===== config.mk =====
export PLATFORM = sky130hd
export DESIGN_NAME = pwm_core
export DESIGN_NICKNAME = d
export VERILOG_FILES = /design/src/rtl/pwm_core.sv
export SDC_FILE = /design/constraint.sdc
export NUM_CORES = 1
export LEC_CHECK = 0
export ABC_CLOCK_PERIOD_IN_PS = 3200
export BUFFER_PORTS_ARGS = -buffer_cell sky130_fd_sc_hd__buf_2
export CAP_MARGIN = 20
export CORE_AREA = 5 5 119 121
export DETAILED_ROUTE_END_ITERATION = 10
export DIE_AREA = 0 0 124 126
export GPL_TIMING_DRIVEN = 0
export PLACE_DENSITY_LB_ADDON = 0.15
export SLEW_MARGIN = 20
export SYNTH_ARGS = -nofsm -noshare
export SYNTH_HDL_FRONTEND = slang
export SYNTH_SLANG_ARGS = --single-unit

===== constraint.sdc =====
create_clock -name clk -period 3.2 [get_ports clk]
set_input_delay 0.16 -clock clk [delete_from_list [all_inputs] [get_ports clk]]
set_output_delay 0.16 -clock clk [all_outputs]
set_load 0.03 [all_outputs]

===== src/rtl/pwm_core.sv =====
// Single-channel PWM generator: integer clock divider feeding a 16-bit period
// counter with wrap-synchronised shadow registers for period and duty.
`timescale 1ns/1ps
module pwm_core (
  input  logic        clk,
  input  logic        reset,
  input  logic [15:0] period,
  input  logic [15:0] duty_cycle,
  input  logic [15:0] divisor,
  input  logic        enable,
  output logic        pwm_out
);
  localparam int unsigned W = 16;

  logic         div_even;
  logic         div_odd;
  logic [W-1:0] even_half_m1;
  logic [W-1:0] even_cnt;
  logic         even_clk;
  logic [W:0]   odd_half_w;
  logic [W-1:0] odd_half;
  logic [W-1:0] odd_cnt;
  logic [W-1:0] odd_next;
  logic         p;
  logic         q;
  logic         odd_clk;
  logic         clk_div;

  logic [W-1:0] period_minus_1;
  logic [W-1:0] period_sh;
  logic [W-1:0] period_m1_sh;
  logic [W-1:0] duty_sh;
  logic [W-1:0] counter;
  logic         wrap;

  assign div_even     = (divisor >= W'(2)) && !divisor[0];
  assign div_odd      = (divisor >= W'(3)) && divisor[0];
  assign even_half_m1 = W'(divisor >> 1) - W'(1);
  // Widened so (N+1)/2 cannot overflow at N = 65535.
  assign odd_half_w   = ({1'b0, divisor} + (W+1)'(1)) >> 1;
  assign odd_half     = W'(odd_half_w);
  assign odd_next     = (odd_cnt >= divisor - W'(1)) ? '0 : odd_cnt + W'(1);

  // Even divider: toggle flop, >= compare tolerates N shrinking mid-count.
  always_ff @(posedge clk or negedge reset) begin
    if (!reset) begin
      even_cnt <= '0;
      even_clk <= 1'b0;
    end else if (div_even) begin
      if (even_cnt >= even_half_m1) begin
        even_cnt <= '0;
        even_clk <= ~even_clk;
      end else begin
        even_cnt <= even_cnt + W'(1);
      end
    end else begin
      even_cnt <= '0;
      even_clk <= 1'b0;
    end
  end

  // Odd divider: p high for (N+1)/2 cycles, trimmed by half a cycle via q.
  always_ff @(posedge clk or negedge reset) begin
    if (!reset) begin
      odd_cnt <= '0;
      p       <= 1'b0;
    end else if (div_odd) begin
      odd_cnt <= odd_next;
      p       <= (odd_next < odd_half);
    end else begin
      odd_cnt <= '0;
      p       <= 1'b0;
    end
  end

  always_ff @(negedge clk or negedge reset) begin
    if (!reset) q <= 1'b0;
    else        q <= p;
  end

  assign odd_clk = p & q;
  assign clk_div = div_odd ? odd_clk : (div_even ? even_clk : clk);

  assign period_minus_1 = period - W'(1);
  assign wrap           = (counter >= period_m1_sh);

  // Period counter and output; shadows reload while idle or at wrap.
  always_ff @(posedge clk_div or negedge reset) begin
    if (!reset) begin
      counter      <= '0;
      pwm_out      <= 1'b0;
      period_sh    <= '0;
      period_m1_sh <= '0;
      duty_sh      <= '0;
    end else if (!enable || period_sh == '0) begin
      // A zero period never wraps, so keep reloading to leave that state.
      counter      <= '0;
      pwm_out      <= 1'b0;
      period_sh    <= period;
      period_m1_sh <= period_minus_1;
      duty_sh      <= duty_cycle;
    end else begin
      counter <= wrap ? '0 : counter + W'(1);
      pwm_out <= (counter < duty_sh);
      if (wrap) begin
        period_sh    <= period;
        period_m1_sh <= period_minus_1;
        duty_sh      <= duty_cycle;
      end
    end
  end
endmodule


* Word level (Yosys, flattened, before mapping) *
Cells that the tools add are included.
Widths: inputs -> output; s select.

storage, ports and cells
  register bits = 100
  bits of input ports = 51
  output and inout bits = 1
  logic and storage cells = 52

operators by class
  $add $sub $neg = 7
  $lt $le $gt $ge = 7
  eq/ne operators = 1
  mux-type cells = 18
  bitwise operators = 2
  reductions and logical operators = 7

operator list
  kind                   count
  $mux 16                12
  $add 16x1->16 const B  3
  $ge 16x16->1           3
  $ge 16x2->1 const B    2
  $lt 16x16->1           2
  $sub 16x1->16 const B  2
  $add 16x1->17 const B  1
  $logic_not 16->1       1
  $sub 15x1->16 const B  1
  $mux 1                 6
  $logic_and 1x1->1      2
  $logic_not 1->1        2
  $ne 2x1->1 const B     1
  $reduce_bool 2->1      1
  $and 1x1->1            1
  $logic_or 1x1->1       1
  $not 1->1              1

* Logic depth before layout (Yosys ltp) *
Gate-level depths: netlist of run 1.

  depth after elaboration = 5
  mapped depth = 22
  depth with buffers taken out = 20

==> results of run 1 <==
[power by group through the flow]
stage	registers [W]	clock network, W	logic [W]
6_report	0.000786	0.00128	0.000528
5_1_grt	0.000795	0.00133	0.000591
4_1_cts	0.000787	0.00130	0.000524
3_5_place_dp	0.000798	0.0000379	0.000446
3_3_place_gp	0.000794	0.0000379	0.000420
2_1_floorplan	0.000785	0.0000379	0.000298
[stage by stage]
stage | setup TNS [ns] | worst slack (ns) | total power, W | area (sq um) | util (%)
detailed placement | -18.55 | -1.97 | 0.00128 | 7570 | 58.3
finish | -0.298 | -0.298 | 0.00259 | 9110 | 70.2
global route | -0.459 | -0.459 | 0.00271 | 9110 | 70.2
floorplan | -2.68 | -1.15 | 0.00112 | 7110 | -
global placement | -16.98 | -1.84 | 0.00125 | 7530 | 58.0
CTS | -0.268 | -0.268 | 0.00261 | 9040 | 69.7
[final cells by class]
cell class / instances / area, sq um
Buffer: 23 / 149
Clock buffer: 29 / 627
Multi-Input combinational cell: 557 / 4450
Timing Repair Buffer: 116 / 975
Fill cell: 985 / 3870
Inverter: 48 / 183
Tap cell: 176 / 220
Sequential cell: 100 / 2500
[per-layer routing]
| layer | part of all wire, % | track usage (%) |
|---|---|---|
| met1 | 40 | 26.4 |
| met2 | 53 | 40.6 |
| met3 | 3.4 | 4.66 |
| met4 | 3.7 | 12.7 |
| met5 | 0 | 0 |
[logic make-up (layout without fill, tap and decap cells)]
group | after synthesis | count (layout) | synth area share [%]
AND/OR/NAND/NOR | 251 | 251 | 17.8
flip-flops | 100 | 100 | 35.5
XOR/XNOR | 97 | 97 | 12.0
adder cells (fa/ha/maj) | 88 | 88 | 15.6
AO/OA/AOI/OAI | 72 | 72 | 7.24
buffers and inverters | 72 | 216 | 4.34
multiplexers | 49 | 49 | 7.54
[final timing paths]
kind / slack (ns) / start / endpoint
max reg2reg: -0.17 / odd_cnt[9] / p
min reg2reg: 0.51 / duty_sh[15] / duty_sh[15]
min in group clk: 0.05 / period[0] / period_sh[0]
max: -0.30 / divisor[4] / p
min in group asynchronous: 0.30 / reset / odd_cnt[12]
max in group gated: 0.17 / divisor[14] / clock gate
min: 0.04 / divisor[9] / clock gate
max in group asynchronous: 1.60 / reset / q
[cells in the final DEF (no fill, tap or decap), types with 5 or more instances in the layout]
master and instances:
sky130_fd_sc_hd__a21o_1 13, sky130_fd_sc_hd__a21oi_1 16, sky130_fd_sc_hd__and3_1 13, sky130_fd_sc_hd__and4_1 9, sky130_fd_sc_hd__buf_2 43, sky130_fd_sc_hd__buf_4 10
sky130_fd_sc_hd__buf_6 7, sky130_fd_sc_hd__clkbuf_1 13, sky130_fd_sc_hd__clkbuf_16 22, sky130_fd_sc_hd__clkbuf_8 5, sky130_fd_sc_hd__dfrtp_1 99, sky130_fd_sc_hd__dlygate4sd3_1 63
sky130_fd_sc_hd__ha_1 83, sky130_fd_sc_hd__inv_1 46, sky130_fd_sc_hd__mux2_2 33, sky130_fd_sc_hd__mux2i_1 16, sky130_fd_sc_hd__nand2_1 40, sky130_fd_sc_hd__nand3_1 30
sky130_fd_sc_hd__nand4_1 15, sky130_fd_sc_hd__nor2_1 84, sky130_fd_sc_hd__nor2b_1 6, sky130_fd_sc_hd__nor3_1 10, sky130_fd_sc_hd__nor4_1 9, sky130_fd_sc_hd__o211ai_1 5
sky130_fd_sc_hd__o21ai_0 11, sky130_fd_sc_hd__xnor2_1 41, sky130_fd_sc_hd__xor2_1 54
[critical path: stages]
cell                       delay, ns
sky130_fd_sc_hd__buf_8          0.12
sky130_fd_sc_hd__or4_4          0.56
sky130_fd_sc_hd__nor3_4         0.17
sky130_fd_sc_hd__nand2_2        0.10
sky130_fd_sc_hd__or3_4          0.36
sky130_fd_sc_hd__xor2_2         0.17
sky130_fd_sc_hd__ha_1           0.31
sky130_fd_sc_hd__and4_1         0.17
sky130_fd_sc_hd__a221o_1        0.34
sky130_fd_sc_hd__a221oi_2       0.30
sky130_fd_sc_hd__nand2_2        0.12
sky130_fd_sc_hd__buf_8          0.17
sky130_fd_sc_hd__buf_6          0.13
sky130_fd_sc_hd__nor2_1         0.11
sky130_fd_sc_hd__ha_1           0.18
sky130_fd_sc_hd__nand4_1        0.12
sky130_fd_sc_hd__a2111o_1       0.43
sky130_fd_sc_hd__a21oi_2        0.14
sky130_fd_sc_hd__nor4_2         0.05
sky130_fd_sc_hd__o31a_1         0.12
[repair_timing]
action,in CTS,in global routing
pin swaps,19,4
buffers inserted,9,2
hold buffers,64,0
hold endpoints to repair,163,0
cloned,0,0
endpoints found under the setup margin,1,11
resized for setup,29,12
[flip-flops by register name, summed over array words and instances, names as in the netlist]
register / flops
period_m1_sh: 16
even_cnt: 16
duty_sh: 16
period_sh: 16
p: 1
pwm_out: 1
q: 1
even_clk: 1
counter: 16
odd_cnt: 16
==> run summary, run 1 <==
In this run the biggest area consumer among cell types represents 35.1% of the synthesized area. In this run the power density over the cells is 285 nW/um^2. The total number of vias came out at 5807. For this run, the leading register cell type out of synthesis is sky130_fd_sc_hd__dfrtp_1.

Data on the critical path arrives at its endpoint at 4.34 ns. The switching power of the nets is 0.000679 W. The first global-routing pass estimated 28.5 mm of wire.

STA classifies the critical path startpoint as a primary input. The final count of pins violating max slew came out at 0. The die area came out at 15600 sq um. The TritonCTS clock tree is done. The number of global-route vias before repair came out at 6106. In this run the worst path has a maximum fanout of 7.

The worst setup path is of the primary input to flip-flop kind. The total iterations of the first detailed-routing run is 5. Cell internal power was estimated by the tool at 0.00191 W. The number of placed instances, taps included, is 946. The switching part of the total power is 26.2%. The final-report hold violation count came out at 0. The post-detailed-routing wire length came out at 17.1 mm. For the worst-skew pair, the clock arrives at the later sink with an insertion delay of 1.10 ns. In the synthesized netlist, the cells that appear most often are 99 x sky130_fd_sc_hd__dfrtp_1, 92 x sky130_fd_sc_hd__nor2_1, 88 x sky130_fd_sc_hd__ha_1, 55 x sky130_fd_sc_hd__xor2_1, 48 x sky130_fd_sc_hd__inv_1. During placement, the flow inserted port buffers numbering 40.

The synthesized instance count came out at 729. The share of power burned in the clock network is 49.3%. Setup repair after global routing could not meet its margin everywhere. The combinational cell fraction of total power is 20.4%. The count of yosys warnings during synthesis is 0. Synthesis produced a netlist with a net count of 868.

The cell area that synthesis handed to floorplanning was 7060 sq um. The remaining design rule violation count came out at 0. The flip-flop and latch count after synthesis came out at 100. The final critical-path required period is 3.50 ns.

The total grt overflow is 0. Using the TritonRoute via totals, the vias-per-cell ratio works out to 5.54. The horizontal extent of the die is 124 um. Once the floorplan was initialized, standard cells occupied 54.4% of the core.

For the final database, setup skew stands at 0.137 ns. The final reports fail on negative setup slack. The largest total area in the synthesized netlist belongs to sky130_fd_sc_hd__dfrtp_1. The fraction of layout instances using a drive strength above 1 is 19.4%.

The number of enable-type register cells in the synthesized netlist came out at 0. The number of distinct standard cells referenced by the synthesized netlist is 56. Dividing the detail-routed wire length by the instance count gives 16.3 um. From bottom edge to top edge, the die measures 126 um. The worst hold path stage count came out at 6. The worst-case headroom to the max-slew limit is 56.2%. Dividing the synthesized area by the synthesized cell count gives 9.68 sq um. The count of non-filler cells in the finished layout came out at 1049.

The clock-pin transition on the worst setup and hold timing paths is 0.05 ns. The count of endpoints failing setup in the final report came out at 1. The peak supply drop is 0.393 mV.

The transition time at the pin with the least slew margin came out at 0.657 ns. By area the synthesized netlist is led by sky130_fd_sc_hd__dfrtp_1 35%, sky130_fd_sc_hd__ha_1 16%, sky130_fd_sc_hd__xor2_1 6.8%. Data on the critical path is required at its endpoint by 4.04 ns.

The final weighted congestion in routability-driven placement is 0.877. The worst hold slack is 0.0440 ns. The depth of the worst register-to-register path came out at 15. The area inside the core boundary is 13000 sq um.

After the last flow step, the layout net total stands at 1007. The post-DP HPWL is 12.1 mm. The run finished, with violations left. Sequential cells were found to cover 35.5% of the synthesized design area. The number of placement rows came out at 42. During I/O placement, the number of pins put on the boundary was 52. The path class of the tightest hold or removal check is primary input to clock gate.

The relative area change from synthesis to final layout came out at 29.1%. The max-cap violation count is 0. Entering global routing, the biggest net connects 65 pins. The share of the cycle needed by the critical path after routing came out at 109%. The overall track demand over capacity in global routing is 23.3%. The sequential group share of total power came out at 30.3%. The most common cell in the netlist is sky130_fd_sc_hd__dfrtp_1. For this block, the initial DRC count from the detailed router was 269. The critical path capture point type is a flip-flop. The number of routed nets with antenna violations came out at 0. Static timing analysis puts the maximum clock frequency at 286 MHz. The initial antenna violation count was 0. The number of antenna diodes came out at 0. The share of flip-flops with an asynchronous set or reset is 100%. The standby leakage power is 4.27 nW.

Setup slack on the critical path of the routed design comes to -0.298 ns.
Note: power is estimated with default switching activity, not from simulation.
==> run 2: changes to the inputs <==
Settings changed: ABC_CLOCK_PERIOD_IN_PS 3200 to 3000.
Clock period 3.2 ns to 3 ns, I/O delays scaled along.
==> run summary, run 2 (synthesized netlist as in run 1, its figures left out) <==
Setup repair after global routing could not meet its margin everywhere. Leaving out fill and tap cells, the most frequent cells in the layout are 99 x sky130_fd_sc_hd__dfrtp_1, 85 x sky130_fd_sc_hd__ha_1, 83 x sky130_fd_sc_hd__nor2_1, 71 x sky130_fd_sc_hd__dlygate4sd3_1, 54 x sky130_fd_sc_hd__xor2_1. The net count reported at finish is 1020 (+1.3%).

The average wire length per cell after detail routing came out at 16.3 um (+0.15%). The max-cap violation count came out at 0 (unchanged). The finished layout cell area came out at 9250 sq um (+1.5%). The minimum setup slack after placement was -2.15 ns (-0.171 ns). The combinational cell fraction of total power came to 20.9% (+0.5 points). The switching part of the total power came out at 26.2% (about the same).

The switching power of the nets is 0.000721 W (+6.1%). The summed negative setup slack over all endpoints is -0.532 ns (-0.234 ns). The met3 layer usage reported by global route is 4.13% (-0.54 points). STA classifies the critical path endpoint as a flip-flop. The post-DP HPWL was 12.2 mm (+1.0%). The total number of vias came out at 5876 (+1.2%). The worst min-delay path category is primary input to flip-flop. The initial antenna violation count came out at 0 (unchanged). The transition time at the pin with the least slew margin is 0.635 ns (-0.0219 ns). The relative area change from synthesis to final layout is 31.1%. The peak supply drop is 0.346 mV (-12%). The horizontal extent of the die came out at 124 um (unchanged).

The number of antenna diodes is 0 (unchanged). For this run, the top clock speed supported by timing is 283 MHz. The die area came out at 15600 sq um (unchanged). The number of vias per cell after detailed routing came out at 5.52 (-0.33%). The global routing usage on met1 is 26.0% (-0.36 points).

The worst path in the final design needs a cycle of 3.53 ns, including I/O delays and setup. The worst-case headroom to the max-slew limit came out at 57.7% (+1.5 points). The final weighted congestion in routability-driven placement came out at 0.879 (+0.23%).

The area inside the core boundary is 13000 sq um (unchanged). The final count of pins violating max slew came out at 0 (unchanged). The buffer and inverter count on the worst path is 3 (unchanged). The power per cell area was 297 nW/um^2 (+4.5%).

The internal reg-to-reg setup slack was -0.47 ns (-0.30 ns). The number of routed nets with antenna violations was 0 (unchanged). The highest-utilization routing layer at the global route stage is met2. The slowest stage of the critical path belongs to the cell sky130_fd_sc_hd__or4_4. The clock tree skew after final layout is 0.134 ns (-0.00287 ns). The maximum number of pins on one net before global-route repair is 72 (+11%). The most frequent standard cell in the layout excluding fill and tap cells is sky130_fd_sc_hd__dfrtp_1.

The number of top-level pins is 52 (unchanged). The effective utilization at floorplan is 54.4% (unchanged). The number of logic stages on the critical path including buffering came out at 21 (+5.0%).

The critical setup path kind is primary input to flip-flop. The remaining design rule violation count was 0 (unchanged). The internal cell power is 0.00203 W (+6.1%). The number of placement rows came to 42 (unchanged). The clock-pin transition on the worst setup and hold timing paths came out at 0.06 ns (about the same). The number of buffers added on ports came out at 40 (unchanged). The wire length of the first global-routing pass came out at 28.7 mm (+0.46%). The share of power burned in the clock network came out at 48.6% (-0.7 points). The y dimension of the die is 126 um (unchanged). The fraction of layout instances using a drive strength above 1 came to 19.7% (+0.33 points). The standby leakage power came out at 4.34 nW (+1.6%). The data arrival time of the worst path came out at 4.42 ns (+0.08 ns).

Of the available clock period, the critical path in the final layout requires 118%. The sequential group share of total power is 30.5% (+0.2 points). The largest fanout on the critical path is 7 (unchanged).

The depth of the worst register-to-register path was 16 (+1). The global routing met2 resource utilization came to 41.3% (+0.73 points). The critical path goes through buf_8 -> or4_4 -> nor3_4 -> nand2_2 -> or3_4 -> xor2_2 -> ha_1 -> and4_4 -> a221o_1 -> a221oi_2 -> nand2_2 -> buf_8 -> buf_4 -> nor2_4 -> ha_1 -> o21a_1 -> nor2_1 -> a2111o_1 -> a21oi_2 -> nor4_1 -> o31a_1. The overall track demand over capacity in global routing came out at 23.4% (+0.060 points). The final reports fail on negative setup slack. The clock insertion delay at the later pin of the skew report was 1.09 ns (about the same). The total iterations of the first detailed-routing run came out at 4 (-1). The kind of cell with the highest combined delay along the critical path is simple AND/OR/NAND/NOR gates. The number of global-route vias before repair came out at 6270 (+2.7%). The count of endpoints failing setup in the final report was 1 (unchanged).

The data required time of the worst path came out at 3.89 ns (-0.15 ns). The post-detailed-routing wire length is 17.4 mm (+1.7%). The setup slack of the critical path after layout was -0.532 ns (-0.234 ns). The total grt overflow came out at 0 (unchanged). The TritonCTS clock tree is done.

The worst hold path stage count came out at 6 (unchanged). The largest incremental delay on the critical path was 0.57 ns (about the same). STA classifies the critical path startpoint as a primary input. The violation count after the first detailed-routing iteration came to 300 (+12%). The flow ran to the end, but the final reports show violations. The final-report hold violation count is 0 (unchanged). The instance area after placement came out at 7570 sq um (about the same).
run 2: cell count changes in the layout (fill, tap and decap cells not counted), moves of 2 or more:
cell,change
sky130_fd_sc_hd__dlygate4sd3_1,+8
sky130_fd_sc_hd__buf_4,+6
sky130_fd_sc_hd__clkbuf_8,-2
sky130_fd_sc_hd__ha_1,+2
run 2: through the flow:
stage	utilization, %	hold WS [ns]	std cells	total power, W
after global placement	58.0	-1.00	945	0.00134
after CTS	70.3	0.00423	1058	0.00276
after floorplan	-	-1.12	729	0.00120
after detailed placement	58.3	-1.01	946	0.00137
final	71.2	0.0357	1065	0.00275
after global routing	71.2	0.00780	1065	0.00288
run 2: layout make-up:
cell class | instances | area (sq um)
multi-input cells | 557 | 4450
clock buffers | 30 | 611
plain buffers | 22 | 146
inverters | 48 | 183
repair buffers | 130 | 1100
clock inverters | 2 | 35.0
well taps | 176 | 220
flip-flops and latches | 100 | 2500
fillers | 971 | 3730
run 2: worst register-to-register path, stage by stage, from the launching register on:
cell and delay [ns]:
sky130_fd_sc_hd__dfrtp_1 0.41, sky130_fd_sc_hd__ha_1 0.33, sky130_fd_sc_hd__a21o_1 0.17, sky130_fd_sc_hd__a21o_1 0.17, sky130_fd_sc_hd__a221o_1 0.30, sky130_fd_sc_hd__a221oi_2 0.31, sky130_fd_sc_hd__nand2_2 0.13, sky130_fd_sc_hd__buf_8 0.17
sky130_fd_sc_hd__buf_4 0.14, sky130_fd_sc_hd__nor2_4 0.09, sky130_fd_sc_hd__ha_1 0.23, sky130_fd_sc_hd__o21a_1 0.19, sky130_fd_sc_hd__nor2_1 0.14, sky130_fd_sc_hd__a2111o_1 0.15, sky130_fd_sc_hd__a21oi_2 0.04, sky130_fd_sc_hd__nor4_1 0.26
sky130_fd_sc_hd__o31a_1 0.19
run 2: path summary, 6_finish.rpt:
check	from	to
max in group gated	divisor[4]	clock gate
max in group asynchronous	reset	q
hold reg to reg	duty_sh[0]	duty_sh[0]
setup / recovery	divisor[4]	p
min in group gated	divisor[0]	clock gate
min in group asynchronous	reset	odd_cnt[7]
hold / removal	divisor[5]	p
setup reg to reg	odd_cnt[9]	p
run 2: power by group through the flow:
| stage | registers (W) | clock network, W | logic (W) |
|---|---|---|---|
| CTS | 0.000840 | 0.00136 | 0.000561 |
| global placement | 0.000847 | 0.0000404 | 0.000448 |
| detailed placement | 0.000852 | 0.0000404 | 0.000475 |
| global route | 0.000849 | 0.00139 | 0.000638 |
| finish | 0.000840 | 0.00134 | 0.000574 |
| floorplan | 0.000837 | 0.0000404 | 0.000319 |
run 2: metal layers:
| layer | wire, um | up-vias |
|---|---|---|
| met4 | 675 | 0 |
| met3 | 659 | 54 |
| li1 | - | 2841 |
| met2 | 9120 | 153 |
| met1 | 6960 | 2828 |
| met5 | 0 | - |
run 2: what timing repair did:
item | CTS | global route
hold buffers | 68 | 5
hold endpoints to repair | 163 | 1
setup buffers | 13 | 4
pin swaps | 19 | 10
gates resized for setup | 31 | 15
setup endpoints to repair | 21 | 33
